File: src/rtl/fft16_sample_loader_if.sv
// Stream-in / frame-out bundle for the FFT input framing stage.
// The slave modport is the loader itself. The master modport is the logic around it,
// which sources samples and consumes frames.
interface fft16_sample_loader_if #(
    parameter int WIDTH = 16
);
    // sample stream into the loader
    logic                    s_valid;
    logic                    s_ready;
    logic signed [WIDTH-1:0] s_x;
    logic signed [WIDTH-1:0] s_y;
    logic                    s_last;

    // frame presented to the FFT, sample k at [WIDTH*k +: WIDTH]
    logic                    m_valid;
    logic                    m_ready;
    logic [16*WIDTH-1:0]     m_x;
    logic [16*WIDTH-1:0]     m_y;

    // status
    logic                    frame_err;
    logic [7:0]              frame_cnt;

    modport slave (
        input  s_valid, s_x, s_y, s_last, m_ready,
        output s_ready, m_valid, m_x, m_y, frame_err, frame_cnt
    );

    modport master (
        output s_valid, s_x, s_y, s_last, m_ready,
        input  s_ready, m_valid, m_x, m_y, frame_err, frame_cnt
    );
endinterface

File: src/rtl/fft16_sample_loader.sv
// Ping-pong framing buffer in front of the 16-point FFT.
// Samples fill one bank while the other bank is held on m_x/m_y for the FFT.
// Data is stored and presented bit-exact. No arithmetic is applied to it.
module fft16_sample_loader #(
    parameter int WIDTH = 16
) (
    input  logic                 clock,
    input  logic                 reset_n,
    fft16_sample_loader_if.slave bus
);
    localparam int N = 16;

    // control state
    logic       wr_bank;
    logic       rd_bank;
    logic [1:0] full;
    logic [1:0] full_nxt;
    logic [3:0] wr_idx;
    logic [7:0] frame_cnt_q;
    logic       frame_err_q;

    // two banks per component, indexed [bank][sample]
    logic signed [WIDTH-1:0] bank_x [2][N];
    logic signed [WIDTH-1:0] bank_y [2][N];

    logic accept;
    logic handoff;
    logic frame_done;
    logic short_frame;
    logic long_frame;

    // s_ready and m_valid come only from registered state.
    // This keeps m_ready off any combinational path to s_ready.
    assign bus.s_ready   = !full[wr_bank];
    assign bus.m_valid   = full[rd_bank];
    assign bus.frame_err = frame_err_q;
    assign bus.frame_cnt = frame_cnt_q;

    assign accept      = bus.s_valid & !full[wr_bank];
    assign handoff     = full[rd_bank] & bus.m_ready;
    assign frame_done  = accept & (wr_idx == 4'd15);
    // s_last early: the partial frame is thrown away and filling restarts at index 0
    assign short_frame = accept & bus.s_last & (wr_idx != 4'd15);
    // s_last missing on index 15: the frame is still delivered, and the error is flagged
    assign long_frame  = frame_done & !bus.s_last;

    // Combine the completion and the handoff into the next bank-full flags.
    // The two can never target the same bank, because a full bank blocks writes.
    always_comb begin
        full_nxt = full;
        if (handoff) begin
            full_nxt[rd_bank] = 1'b0;
        end
        if (frame_done) begin
            full_nxt[wr_bank] = 1'b1;
        end
    end

    // Bank pointers, fill index, handoff counter and the registered error pulse
    always_ff @(posedge clock or negedge reset_n) begin
        if (!reset_n) begin
            wr_bank     <= 1'b0;
            rd_bank     <= 1'b0;
            full        <= 2'b00;
            wr_idx      <= 4'd0;
            frame_cnt_q <= 8'd0;
            frame_err_q <= 1'b0;
        end else begin
            full        <= full_nxt;
            frame_err_q <= short_frame | long_frame;
            if (frame_done) begin
                wr_bank <= ~wr_bank;
                wr_idx  <= 4'd0;
            end else if (short_frame) begin
                wr_idx  <= 4'd0;
            end else if (accept) begin
                wr_idx  <= wr_idx + 4'd1;
            end
            if (handoff) begin
                rd_bank     <= ~rd_bank;
                frame_cnt_q <= frame_cnt_q + 8'd1;
            end
        end
    end

    // Sample storage. Reset clears it so the idle output buses read zero.
    // Only the bank being filled is written, so a held bank never changes.
    always_ff @(posedge clock or negedge reset_n) begin
        if (!reset_n) begin
            for (int b = 0; b < 2; b++) begin
                for (int k = 0; k < N; k++) begin
                    bank_x[b][k] <= '0;
                    bank_y[b][k] <= '0;
                end
            end
        end else if (accept) begin
            bank_x[wr_bank][wr_idx] <= bus.s_x;
            bank_y[wr_bank][wr_idx] <= bus.s_y;
        end
    end

    // Pack the read bank onto the flat buses that feed the FFT's x_in/y_in ports
    always_comb begin
        bus.m_x = '0;
        bus.m_y = '0;
        for (int k = 0; k < N; k++) begin
            bus.m_x[WIDTH*k +: WIDTH] = bank_x[rd_bank][k];
            bus.m_y[WIDTH*k +: WIDTH] = bank_y[rd_bank][k];
        end
    end
endmodule

File: src/flat_wrapper.sv
// flat-port wrapper written by rule: the top's interface ports become plain ports
module fft16_sample_loader_flat 
#(
    parameter int WIDTH = 16
)
  (clock, reset_n, bus_s_valid, bus_s_x, bus_s_y, bus_s_last, bus_m_ready, bus_s_ready, bus_m_valid, bus_m_x, bus_m_y, bus_frame_err, bus_frame_cnt);
  fft16_sample_loader_if #(.WIDTH(WIDTH)) bus_i ();
  input  logic clock;
  input  logic reset_n;
  input wire logic [$bits(bus_i.s_valid)-1:0] bus_s_valid;
  input wire logic [$bits(bus_i.s_x)-1:0] bus_s_x;
  input wire logic [$bits(bus_i.s_y)-1:0] bus_s_y;
  input wire logic [$bits(bus_i.s_last)-1:0] bus_s_last;
  input wire logic [$bits(bus_i.m_ready)-1:0] bus_m_ready;
  output wire logic [$bits(bus_i.s_ready)-1:0] bus_s_ready;
  output wire logic [$bits(bus_i.m_valid)-1:0] bus_m_valid;
  output wire logic [$bits(bus_i.m_x)-1:0] bus_m_x;
  output wire logic [$bits(bus_i.m_y)-1:0] bus_m_y;
  output wire logic [$bits(bus_i.frame_err)-1:0] bus_frame_err;
  output wire logic [$bits(bus_i.frame_cnt)-1:0] bus_frame_cnt;
  assign bus_i.s_valid = bus_s_valid;
  assign bus_i.s_x = bus_s_x;
  assign bus_i.s_y = bus_s_y;
  assign bus_i.s_last = bus_s_last;
  assign bus_i.m_ready = bus_m_ready;
  assign bus_s_ready = bus_i.s_ready;
  assign bus_m_valid = bus_i.m_valid;
  assign bus_m_x = bus_i.m_x;
  assign bus_m_y = bus_i.m_y;
  assign bus_frame_err = bus_i.frame_err;
  assign bus_frame_cnt = bus_i.frame_cnt;
  fft16_sample_loader #(.WIDTH(WIDTH)) u_core (.clock(clock), .reset_n(reset_n), .bus(bus_i));
endmodule
File: config.mk
export PLATFORM = sky130hd
export DESIGN_NAME = fft16_sample_loader_flat
export DESIGN_NICKNAME = d
export VERILOG_FILES = /design/src/rtl/fft16_sample_loader_if.sv /design/src/rtl/fft16_sample_loader.sv /design/src/flat_wrapper.sv
export SDC_FILE = /design/constraint.sdc
export NUM_CORES = 1
export LEC_CHECK = 0
export ABC_CLOCK_PERIOD_IN_PS = 2900
export BUFFER_PORTS_ARGS = -buffer_cell sky130_fd_sc_hd__buf_4
export CAP_MARGIN = 10
export CORE_UTILIZATION = 45
export DETAILED_ROUTE_END_ITERATION = 7
export MAX_ROUTING_LAYER = met4
export PLACE_DENSITY_LB_ADDON = 0.15
export SLEW_MARGIN = 10
export SYNTH_ARGS = -nofsm -noshare
export SYNTH_HDL_FRONTEND = slang
export SYNTH_SLANG_ARGS = --single-unit
File: constraint.sdc
create_clock -name clock -period 2.9 [get_ports clock]
set_input_delay 0.435 -clock clock [delete_from_list [all_inputs] [get_ports clock]]
set_output_delay 0.435 -clock clock [all_outputs]
set_load 0.03 [all_outputs]
==> run metrics <==
Syn. warnings 0; Startpoint Class flop; crit end category output port; first-pass GRT wire length 189000 um; fraction of the yosys area taken by sequential cells 0.574; Crit path arrival time 2.39 ns; Filler cells 8052; Synth area leader dfrtp_1; ranking of synthesized cells by area dfrtp_1 (57%), mux2_2 (37%), mux2_1 (1.3%); Placed Cells 4643; PwrDens 772 nW/um^2; R2R Setup Slk 0.54 ns; Die ar. 102000 sq um; Fin Hold WS 0.0624 ns; Ant. Diodes 0; share of cells above drive strength 1 0.661; Hold WC Path Type primary input to flop; Least-Margin Pin Slew 0.835 ns; dpl hpwl 81600 um; post-synthesis average cell area 15.4 sq um; final period demand of the worst path 2.83 ns; maximum clock insertion buffer count 3; Multi-input gate area 18200 sq um; Final Hold Vio Count 0; top cells by count, synth mux2_2 (1486), dfrtp_1 (1041), clkbuf_1 (123), buf_2 (98), mux2_1 (51); clk slew on worst S/H paths 0.06 ns; pin count of the biggest net entering global routing 83; Primary FF master, synth dfrtp_1; setup ws final 0.0704 ns; post-route cell area 55000 sq um; Critical Path Start u_core.rd_bank; Final Max Slew Viols 0; CP max FO 61; Post-DRT Antenna Nets 0; root buf cell clkbuf_16; status completed; launching point of the worst reg2reg path u_core.wr_idx[2]; vias per inst 5.46; RR Endpoint u_core.bank_x[266]; Buffers on Ports 559; RSZ-0062 raised after global routing false; Initial Utilization 0.454; Worst R2R Path Depth 4; count leader, synth mux2_2; Synth cell types 39; total grt overflow 0; Fin Clk Skew 0.0163 ns; DR vias 26443; Max Cap Viol 0; Layout Nets 3502; io pins 560; Max Fclk 353 MHz; vias in the first global route 28782; FFs w/ async S/R, synth 1.00; setup tns final 0 ns; Chip Width 320 um; RD Place Congestion 0.820; initial drt markers 1236; initial antenna violation count 0; number of buffers created by CTS 110; synthesized area 45400 sq um; Std-Cell Rows 116; Synth Instances 2952; H-tree depth 3; synthesis-stage register bit count 1041; Slew headroom 0.443; Area Overhead vs Synth 21.3%; Synth top area share 0.574; Critical Path Sink bus_m_x[36]; Post-synth EDFFs 0; Area after DPL 51300 sq um; Post-Route WL 125000 um; pre-CTS WS 0.589 ns; WL/cell 25.8 um; FF+latch area 26100 sq um; setup violators final 0; DRC violations left 0; GRT Overall Usage 0.252; Clock Latency Late Sink 0.68 ns; drt pass-1 iters 5; Peak VDD IR 453 uV; Crit Path Category flop to output port; clk sink count 1041; setup repair bufs after CTS 0; fin crit share 0.976; WP data required 2.47 ns; syn nets 2994; CTS tree done; core outline area 100000 sq um; LEAKAGE 27.7 nW; Die Y 320 um; Layout Cells excl Fill 4840
## timing repair
action / 4_1_cts / 5_1_grt
setup endpoints to repair: 4 / 21
hold buffers: 2 / 0
cloned: 0 / 1
hold endpoints to repair: 41 / 0
gates resized for setup: 1 / 1
## how the worst min path moves through the flow
| stage | start | end | slack [ns] | cells after the start |
|---|---|---|---|---|
| after floorplan | reset_n | u_core.bank_x[0] | 0.14 | 0 |
| after global placement | u_core.bus.frame_cnt[7] | u_core.bus.frame_cnt[7] | 0.46 | 1 |
| after detailed placement | u_core.bus.frame_cnt[7] | u_core.bus.frame_cnt[7] | 0.46 | 1 |
| after CTS | bus_s_last | u_core.bus.frame_err | 0.003 | 3 |
| after global routing | bus_s_last | u_core.bus.frame_err | 0.05 | 3 |
| final | bus_s_last | u_core.bus.frame_err | 0.06 | 3 |
## report_power, final
group          internal, mW  switching (mW)  total, mW
combinational          4.69            6.71       11.4
sequential             16.2           0.825       17.0
clock                  8.33            5.71       14.0
## worst max-delay path: stages, from the launching register on
cell and delay, ns:
dfrtp_4 0.47, buf_12 0.20, buf_16 0.31, mux2_2 0.45, buf_4 0.19
## layer usage
metal,vias to the layer above,global-route usage,part of all wire
met5,-,-,0
met4,0,0.0656,0.024
met3,187,0.0647,0.062
met2,590,0.414,0.49
met1,14159,0.310,0.42
li1,11507,-,-
## cells in the final DEF, fill, tap and decap left out, types with 6 or more instances in the layout
cell	instances
nor3_4	6
buf_4	613
dfrtp_1	1040
nand4_1	8
nand2_2	6
clkinv_2	14
mux2_1	51
buf_12	39
nor2_4	11
nand2b_1	6
clkbuf_16	114
nand2_1	9
clkbuf_8	31
mux2_2	1486
clkbuf_1	27
## cell families (layout without fill, tap and decap cells)
kind of cell | Yosys count | in the layout | synth area share
XOR/XNOR | 9 | 9 | 0.00174
flip-flops | 1041 | 1041 | 0.574
multiplexers | 1540 | 1540 | 0.382
AO/OA/AOI/OAI | 10 | 10 | 0.00149
AND/OR/NAND/NOR | 80 | 80 | 0.0115
buffers and inverters | 267 | 857 | 0.0277
adder cells (fa/ha/maj) | 5 | 5 | 0.00138
## sequential cells by signal, indices dropped and copies added, names as in the netlist
name and flops:
u_core.bus.frame_err 1, u_core.wr_bank 1, u_core.wr_idx 4, u_core.bank_x 512, u_core.bank_y 512, u_core.bus.frame_cnt 8, u_core.full 2, u_core.rd_bank 1
## area by class of cell
type | count | area share
Timing Repair Buffer | 658 | 0.0999
Inverter | 5 | 0.000341
Clock inverter | 23 | 0.00491
Tap cell | 1298 | 0.0295
Clock buffer | 171 | 0.0610
Multi-Input combinational cell | 1644 | 0.331
Sequential cell | 1041 | 0.473
## stage by stage
step	total power [mW]	utilization
6_report	42.5	0.550
5_1_grt	44.2	0.550
4_1_cts	42.9	0.550
3_5_place_dp	28.7	0.513
3_3_place_gp	28.5	0.513
2_1_floorplan	24.0	-
Power figures use the tool's default switching activity.
